[config.mk]
export PLATFORM = sky130hd
export DESIGN_NAME = dru_ctrl_flat
export DESIGN_NICKNAME = d
export VERILOG_FILES = /design/src/rtl/dru_ctrl_if.sv /design/src/rtl/dru_ctrl.sv /design/src/flat_wrapper.sv
export SDC_FILE = /design/constraint.sdc
export NUM_CORES = 1
export LEC_CHECK = 0
export ABC_AREA = 0
export BUFFER_PORTS_ARGS = -buffer_cell sky130_fd_sc_hd__buf_2
export CAP_MARGIN = 10
export CORE_MARGIN = 1
export CORE_UTILIZATION = 45
export CTS_BUF_LIST = sky130_fd_sc_hd__clkbuf_8
export DETAILED_ROUTE_END_ITERATION = 7
export GPL_ROUTABILITY_DRIVEN = 0
export PLACE_DENSITY = 0.63
export SLEW_MARGIN = 20
export SYNTH_ARGS = -nofsm -noshare
export SYNTH_HDL_FRONTEND = slang
export SYNTH_SLANG_ARGS = --single-unit
export TNS_END_PERCENT = 50
[constraint.sdc]
create_clock -name i_clk -period 2.29 [get_ports i_clk]
set_input_delay 0.3435 -clock i_clk [delete_from_list [all_inputs] [get_ports i_clk]]
set_output_delay 0.3435 -clock i_clk [all_outputs]
set_load 0.03 [all_outputs]
[src/rtl/dru_ctrl_if.sv]
// Signal bundle between the DRU sequencing controller and its status/receive-path neighbours.
// master = controller side; slave = the side that drives requests and observes the DRU controls.
interface dru_ctrl_if;
    // No valid/ready here: i_restart is a one-cycle pulse (or a held level) sampled on the clock edge.
    // i_al_ppm is a level. All o_* signals are registered levels that stay valid until the controller changes them.
    logic       i_restart;
    logic       i_al_ppm;
    logic       o_dru_rst;
    logic       o_dru_rst_freq;
    logic       o_dru_en;
    logic [4:0] o_g1;
    logic [4:0] o_g1_p;
    logic [4:0] o_g2;
    logic       o_locked;
    logic [7:0] o_relock_cnt;
    logic [2:0] o_state;

    modport master (
        input  i_restart, i_al_ppm,
        output o_dru_rst, o_dru_rst_freq, o_dru_en, o_g1, o_g1_p, o_g2,
               o_locked, o_relock_cnt, o_state
    );

    modport slave (
        output i_restart, i_al_ppm,
        input  o_dru_rst, o_dru_rst_freq, o_dru_en, o_g1, o_g1_p, o_g2,
               o_locked, o_relock_cnt, o_state
    );
endinterface

[src/rtl/dru_ctrl.sv]
// Start-up, gain-switching, lock detection and PPM-alarm recovery sequencer for the DRU.
// Every output comes straight from a flop; o_state exposes the FSM for status and checkers.
module dru_ctrl #(
    parameter int unsigned RST_CYCLES   = 16,
    parameter int unsigned FREQ_CYCLES  = 64,
    parameter int unsigned ACQ_CYCLES   = 4096,
    parameter int unsigned LOCK_CYCLES  = 65536,
    parameter int unsigned ALARM_CYCLES = 256,
    parameter logic [4:0]  G1_ACQ       = 5'd4,
    parameter logic [4:0]  G1P_ACQ      = 5'd2,
    parameter logic [4:0]  G2_ACQ       = 5'd4,
    parameter logic [4:0]  G1_TRK       = 5'd8,
    parameter logic [4:0]  G1P_TRK      = 5'd6,
    parameter logic [4:0]  G2_TRK       = 5'd10
) (
    input  logic         i_clk,
    input  logic         i_nrst,
    dru_ctrl_if.master   bus
);

    localparam logic [2:0] ST_RESET     = 3'd0;
    localparam logic [2:0] ST_FREQ_HOLD = 3'd1;
    localparam logic [2:0] ST_ACQ       = 3'd2;
    localparam logic [2:0] ST_TRACK     = 3'd3;
    localparam logic [2:0] ST_LOCKED    = 3'd4;

    localparam logic [23:0] RST_LAST   = 24'(RST_CYCLES - 1);
    localparam logic [23:0] FREQ_LAST  = 24'(FREQ_CYCLES - 1);
    localparam logic [23:0] ACQ_LAST   = 24'(ACQ_CYCLES - 1);
    localparam logic [23:0] LOCK_LAST  = 24'(LOCK_CYCLES - 1);
    localparam logic [23:0] ALARM_LAST = 24'(ALARM_CYCLES - 1);

    logic [2:0]  state_q,    state_d;
    logic [23:0] cnt_q,      cnt_d;
    logic        rst_q,      rst_d;
    logic        rst_freq_q, rst_freq_d;
    logic        en_q,       en_d;
    logic [4:0]  g1_q,       g1_d;
    logic [4:0]  g1_p_q,     g1_p_d;
    logic [4:0]  g2_q,       g2_d;
    logic        locked_q,   locked_d;
    logic [7:0]  relock_q,   relock_d;

    always_comb begin
        state_d    = state_q;
        cnt_d      = cnt_q;
        rst_d      = rst_q;
        rst_freq_d = rst_freq_q;
        en_d       = en_q;
        g1_d       = g1_q;
        g1_p_d     = g1_p_q;
        g2_d       = g2_q;
        locked_d   = locked_q;
        relock_d   = relock_q;

        if (bus.i_restart) begin
            // Restart wins over everything but keeps the recovery history.
            state_d    = ST_RESET;
            cnt_d      = '0;
            rst_d      = 1'b1;
            rst_freq_d = 1'b1;
            en_d       = 1'b0;
            locked_d   = 1'b0;
            g1_d       = G1_ACQ;
            g1_p_d     = G1P_ACQ;
            g2_d       = G2_ACQ;
        end else begin
            case (state_q)
                ST_RESET: begin
                    if (cnt_q == RST_LAST) begin
                        state_d = ST_FREQ_HOLD;
                        cnt_d   = '0;
                        rst_d   = 1'b0;
                        en_d    = 1'b1;
                    end else begin
                        cnt_d = cnt_q + 24'd1;
                    end
                end
                ST_FREQ_HOLD: begin
                    rst_freq_d = 1'b1;
                    g1_d       = G1_ACQ;
                    g1_p_d     = G1P_ACQ;
                    g2_d       = G2_ACQ;
                    if (cnt_q == FREQ_LAST) begin
                        state_d    = ST_ACQ;
                        cnt_d      = '0;
                        rst_freq_d = 1'b0;
                    end else begin
                        cnt_d = cnt_q + 24'd1;
                    end
                end
                ST_ACQ: begin
                    if (cnt_q == ACQ_LAST) begin
                        state_d = ST_TRACK;
                        cnt_d   = '0;
                        g1_d    = G1_TRK;
                        g1_p_d  = G1P_TRK;
                        g2_d    = G2_TRK;
                    end else begin
                        cnt_d = cnt_q + 24'd1;
                    end
                end
                ST_TRACK: begin
                    // cnt holds the run length of alarm-free cycles.
                    if (bus.i_al_ppm) begin
                        cnt_d = '0;
                    end else if (cnt_q == LOCK_LAST) begin
                        state_d  = ST_LOCKED;
                        cnt_d    = '0;
                        locked_d = 1'b1;
                    end else begin
                        cnt_d = cnt_q + 24'd1;
                    end
                end
                ST_LOCKED: begin
                    // cnt holds the run length of alarmed cycles.
                    if (!bus.i_al_ppm) begin
                        cnt_d = '0;
                    end else if (cnt_q == ALARM_LAST) begin
                        state_d    = ST_FREQ_HOLD;
                        cnt_d      = '0;
                        locked_d   = 1'b0;
                        rst_freq_d = 1'b1;
                        g1_d       = G1_ACQ;
                        g1_p_d     = G1P_ACQ;
                        g2_d       = G2_ACQ;
                        if (relock_q != 8'hFF) begin
                            relock_d = relock_q + 8'd1;
                        end
                    end else begin
                        cnt_d = cnt_q + 24'd1;
                    end
                end
                default: begin
                    state_d    = ST_RESET;
                    cnt_d      = '0;
                    rst_d      = 1'b1;
                    rst_freq_d = 1'b1;
                    en_d       = 1'b0;
                    locked_d   = 1'b0;
                    g1_d       = G1_ACQ;
                    g1_p_d     = G1P_ACQ;
                    g2_d       = G2_ACQ;
                end
            endcase
        end
    end

    always_ff @(posedge i_clk or negedge i_nrst) begin
        if (!i_nrst) begin
            state_q    <= ST_RESET;
            cnt_q      <= '0;
            rst_q      <= 1'b1;
            rst_freq_q <= 1'b1;
            en_q       <= 1'b0;
            g1_q       <= G1_ACQ;
            g1_p_q     <= G1P_ACQ;
            g2_q       <= G2_ACQ;
            locked_q   <= 1'b0;
            relock_q   <= 8'd0;
        end else begin
            state_q    <= state_d;
            cnt_q      <= cnt_d;
            rst_q      <= rst_d;
            rst_freq_q <= rst_freq_d;
            en_q       <= en_d;
            g1_q       <= g1_d;
            g1_p_q     <= g1_p_d;
            g2_q       <= g2_d;
            locked_q   <= locked_d;
            relock_q   <= relock_d;
        end
    end

    assign bus.o_dru_rst      = rst_q;
    assign bus.o_dru_rst_freq = rst_freq_q;
    assign bus.o_dru_en       = en_q;
    assign bus.o_g1           = g1_q;
    assign bus.o_g1_p         = g1_p_q;
    assign bus.o_g2           = g2_q;
    assign bus.o_locked       = locked_q;
    assign bus.o_relock_cnt   = relock_q;
    assign bus.o_state        = state_q;

endmodule

[src/flat_wrapper.sv]
// flat-port wrapper written by rule: the top's interface ports become plain ports
module dru_ctrl_flat 
#(
    parameter int unsigned RST_CYCLES   = 16,
    parameter int unsigned FREQ_CYCLES  = 64,
    parameter int unsigned ACQ_CYCLES   = 4096,
    parameter int unsigned LOCK_CYCLES  = 65536,
    parameter int unsigned ALARM_CYCLES = 256,
    parameter logic [4:0]  G1_ACQ       = 5'd4,
    parameter logic [4:0]  G1P_ACQ      = 5'd2,
    parameter logic [4:0]  G2_ACQ       = 5'd4,
    parameter logic [4:0]  G1_TRK       = 5'd8,
    parameter logic [4:0]  G1P_TRK      = 5'd6,
    parameter logic [4:0]  G2_TRK       = 5'd10
)
  (i_clk, i_nrst, bus_i_restart, bus_i_al_ppm, bus_o_dru_rst, bus_o_dru_rst_freq, bus_o_dru_en, bus_o_g1, bus_o_g1_p, bus_o_g2, bus_o_locked, bus_o_relock_cnt, bus_o_state);
  dru_ctrl_if bus_i ();
  input  logic i_clk;
  input  logic i_nrst;
  input wire logic [$bits(bus_i.i_restart)-1:0] bus_i_restart;
  input wire logic [$bits(bus_i.i_al_ppm)-1:0] bus_i_al_ppm;
  output wire logic [$bits(bus_i.o_dru_rst)-1:0] bus_o_dru_rst;
  output wire logic [$bits(bus_i.o_dru_rst_freq)-1:0] bus_o_dru_rst_freq;
  output wire logic [$bits(bus_i.o_dru_en)-1:0] bus_o_dru_en;
  output wire logic [$bits(bus_i.o_g1)-1:0] bus_o_g1;
  output wire logic [$bits(bus_i.o_g1_p)-1:0] bus_o_g1_p;
  output wire logic [$bits(bus_i.o_g2)-1:0] bus_o_g2;
  output wire logic [$bits(bus_i.o_locked)-1:0] bus_o_locked;
  output wire logic [$bits(bus_i.o_relock_cnt)-1:0] bus_o_relock_cnt;
  output wire logic [$bits(bus_i.o_state)-1:0] bus_o_state;
  assign bus_i.i_restart = bus_i_restart;
  assign bus_i.i_al_ppm = bus_i_al_ppm;
  assign bus_o_dru_rst = bus_i.o_dru_rst;
  assign bus_o_dru_rst_freq = bus_i.o_dru_rst_freq;
  assign bus_o_dru_en = bus_i.o_dru_en;
  assign bus_o_g1 = bus_i.o_g1;
  assign bus_o_g1_p = bus_i.o_g1_p;
  assign bus_o_g2 = bus_i.o_g2;
  assign bus_o_locked = bus_i.o_locked;
  assign bus_o_relock_cnt = bus_i.o_relock_cnt;
  assign bus_o_state = bus_i.o_state;
  dru_ctrl #(.RST_CYCLES(RST_CYCLES), .FREQ_CYCLES(FREQ_CYCLES), .ACQ_CYCLES(ACQ_CYCLES), .LOCK_CYCLES(LOCK_CYCLES), .ALARM_CYCLES(ALARM_CYCLES), .G1_ACQ(G1_ACQ), .G1P_ACQ(G1P_ACQ), .G2_ACQ(G2_ACQ), .G1_TRK(G1_TRK), .G1P_TRK(G1P_TRK), .G2_TRK(G2_TRK)) u_core (.i_clk(i_clk), .i_nrst(i_nrst), .bus(bus_i));
endmodule
==> summary.md <==
| Metric | Value |
|---|---|
| Run status | complete, no violations |
| First-pass GRT wire length | 8.038 mm |
| Syn avg cell area | 9.431 um^2 |
| Skew-Pair Late Insertion Delay | 290 ps |
| Max FO, Critical Path | 8 |
| Initial Util | 0.4665 |
| Post-DRT Antenna Nets | 0 |
| Dpl hpwl | 3.364 mm |
| Synth Warn # | 0 |
| Detailed-route wire length | 4.905 mm |
| Sequential area share after synthesis | 0.4350 |
| Arrival time worst endpoint | 2380 ps |
| Final Hold Fails | 0 |
| CTS max path bufs | 2 |
| RSZ-0062 raised after global routing | no |
| Fill count | 474 |
| Total die area | 5555 um^2 |
| Final Skew | 6.509 ps |
| CTS buffer count | 5 |
| Post-synth EDFFs | 0 |
| #FFs+latches synth | 41 |
| Dpl cells | 337 |
| Total negative slack | 0 ps |
| Slew @ Worst Pin | 552.9 ps |
| Fraction of registers with async set/reset | 1.000 |
| Period utilization | 0.9395 |
| Number of global-route vias before repair | 1615 |
| GR Layer Usage met3 | 0.04878 |
| Relative slew margins | 0.6314 |
| VDD IR-drop max | 0.4261 mV |
| Setup-failing EPs final | 0 |
| Ports | 34 |
| DRT Pass-1 Iters | 5 |
| Met2 usage | 0.2893 |
| Layout Nets | 282 |
| Antenna diodes | 0 |
| Via Count | 1839 |
| Fmax | 464.8 MHz |
| Root buf cell | clkbuf_8 |
| Area share of the largest cell type after synthesis | 0.4017 |
| CTS tree | built |
| Non-Filler Instances | 347 |
| P_leak | 1.201 nW |
| Post-synthesis xor/xnor area fraction | 0.1073 |
| Most used DFF post-synth | dfrtp_1 |
| H-Tree Depth | 2 |
| Post-Syn Instances | 251 |
| Critical Setup Path Class | reg -> reg |
| Synth Area in Adders | 0.01057 |
| Most Crowded Layer GR | met2 |
| Fin. max-slew vios | 0 |
| Layout cell share with drive strength beyond 1 | 0.2238 |
| Largest family of logic cells by synthesized area | simple AND/OR/NAND/NOR gates |
| Met1 usage | 0.2729 |
| CP Capture Type | flop |
| Vias per inst | 5.300 |
| Proportion of synthesized area in mux cells | 0.004757 |
| Clock transition at path regs | 80 ps |
| Synth cell types | 48 |
| Synth Area in Compound Gates | 0.1242 |
| # DRC | 0 |
| Average wire per standard cell | 14.14 um |
| Remaining global-route overflow | 0 |
| Std cell rows | 26 |
| DR iter-0 viols | 156 |
| Cell Area, Synth | 2367 um^2 |
| Post-synth top area cell | dfrtp_1 |
| Largest net degree at the start of global routing | 25 |
| Total clock sinks | 41 |
| Area contributors post-synth | dfrtp_1 40%, a21oi_1 6.1%, xor2_1 5.5% |
| PortBufs | 24 |
| Die Wd | 74.53 um |
| Area grow syn2layout | 14.16% |
| Final Instance Area | 2703 um^2 |
| Total Routing Usage GR | 0.1931 |
| CP Launch Type | flop |
| Power density over the cells | 552.0 nW/um^2 |
| Dpl cell area | 2547 um^2 |
| Post-synthesis simple-gate area fraction | 0.2310 |
| # Max-Cap Violations | 0 |
| Initial antenna violation count | 0 |
| Core Box Area | 5075 um^2 |
| Critical path required time | 2520 ps |
| Worst min-delay path category | in -> async |
| Die height | 74.53 um |
| Final min period | 2151 ps |
report_power, final:
part	leakage (nW)	switching, mW	internal, mW	total (mW)
combinational	0.573	0.0567	0.0177	0.0745
clock	0.0681	0.249	0.433	0.682
sequential	0.560	0.00560	0.730	0.735
total	1.20	0.311	1.18	1.49
state kept, by name (all words and copies together), names as in the netlist:
signal and flops:
u_core.bus.o_dru_en 1, u_core.bus.o_dru_rst 1, u_core.bus.o_dru_rst_freq 1, u_core.bus.o_g2 2
u_core.bus.o_locked 1, u_core.bus.o_relock_cnt 8, u_core.bus.o_state 3, u_core.cnt_q 24
through the flow:
stage / power [mW] / hold WS [ps] / worst slack (ps) / util
final: 1.492 / 26.33 / 138.6 / 0.5325
after detailed placement: 0.8257 / 370.4 / 131.7 / 0.5020
after CTS: 1.514 / 47.80 / 123.4 / 0.5284
after global routing: 1.565 / 63.69 / 9.041 / 0.5325
after floorplan: 0.8033 / 47.91 / 131.6 / -
after global placement: 0.8244 / 366.0 / 185.0 / 0.5020
repair_timing:
action | 4_1_cts | 5_1_grt
hold buffers | 0 | 0
setup buffers | 0 | 2
setup endpoints to repair | 0 | 4
hold endpoints to repair | 0 | 0
resized for setup | 0 | 1
worst paths after layout:
| path | startpoint | endpoint | slack [ps] | cells past startpoint |
|---|---|---|---|---|
| min reg2reg | u_core.bus.o_relock_cnt[6]$_DFFE_PN0P_ | u_core.bus.o_relock_cnt[6]$_DFFE_PN0P_ | 500 | 1 |
| max in group asynchronous | i_nrst | u_core.bus.o_relock_cnt[4]$_DFFE_PN0P_ | 1680 | 2 |
| max reg2reg | u_core.cnt_q[14]$_DFF_PN0_ | u_core.bus.o_relock_cnt[5]$_DFFE_PN0P_ | 140 | 5 |
| min | i_nrst | u_core.bus.o_locked$_DFFE_PN0P_ | 30 | 1 |
| min in group i_clk | bus_i_restart | u_core.bus.o_dru_en$_DFFE_PN0P_ | 310 | 2 |
| max | u_core.cnt_q[14]$_DFF_PN0_ | u_core.bus.o_relock_cnt[5]$_DFFE_PN0P_ | 140 | 5 |
critical path: stages, from the launching register on:
cell and delay [ps]:
dfrtp_1 430, nor4_2 450, nand2_1 210, or4_4 640, nor3_2 210, xor2_1 150
cells by family (layout without fill, tap and decap cells):
| family | count (synthesis) | in the layout |
|---|---|---|
| buffers and inverters | 36 | 55 |
| muxes | 1 | 1 |
| other | 2 | 9 |
| and+or+nand+nor | 91 | 91 |
| xor gates and xnor gates | 29 | 29 |
| adders and majority gates | 2 | 2 |
| AOI/OAI and AO/OA | 49 | 49 |
| DFF | 41 | 41 |
layer usage:
metal	up-vias	wire, um	share of wire
met5	-	0	0
met4	0	61	0.012
met3	6	165	0.034
met2	39	2270	0.46
met1	884	2407	0.49
li1	910	-	-
synth_stat cells (3+ instances only):
cell type and instances:
dfrtp_1 38, a21oi_1 29, nand2_1 16, nor2_1 16
nand3_1 15, xor2_1 15, xnor2_1 14, buf_4 13
inv_1 10, nand4_1 10, clkbuf_1 6, buf_2 5
nor3_1 5, nor4_1 5, o21ai_0 5, and3_1 4
a21boi_0 3, dfstp_2 3, nor3_2 3
layout make-up:
cell class              instances  area [um^2]  area share
repair buffers                 37        242.7     0.08981
inverters                      10        37.54     0.01389
flip-flops and latches         41         1030      0.3810
clock buffers                   5        68.82     0.02546
clock inverters                 3        65.06     0.02407
multi-input cells             181         1171      0.4333
well taps                      70        87.58     0.03241
cell usage in the layout, fill, tap and decap left out, types with 3 or more instances in the layout:
master,n
and3_1,4
buf_4,11
nor4_1,4
o21ai_0,5
a21boi_0,3
inv_1,10
a21oi_1,29
xnor2_1,14
clkbuf_8,5
nor2_1,16
xor2_1,15
dfstp_2,3
nor3_1,5
dfrtp_1,38
nand2_1,16
nand3_1,15
nand4_1,10
nor3_2,3
conb_1,9
buf_2,24
Note: power is estimated with default switching activity, not from simulation.
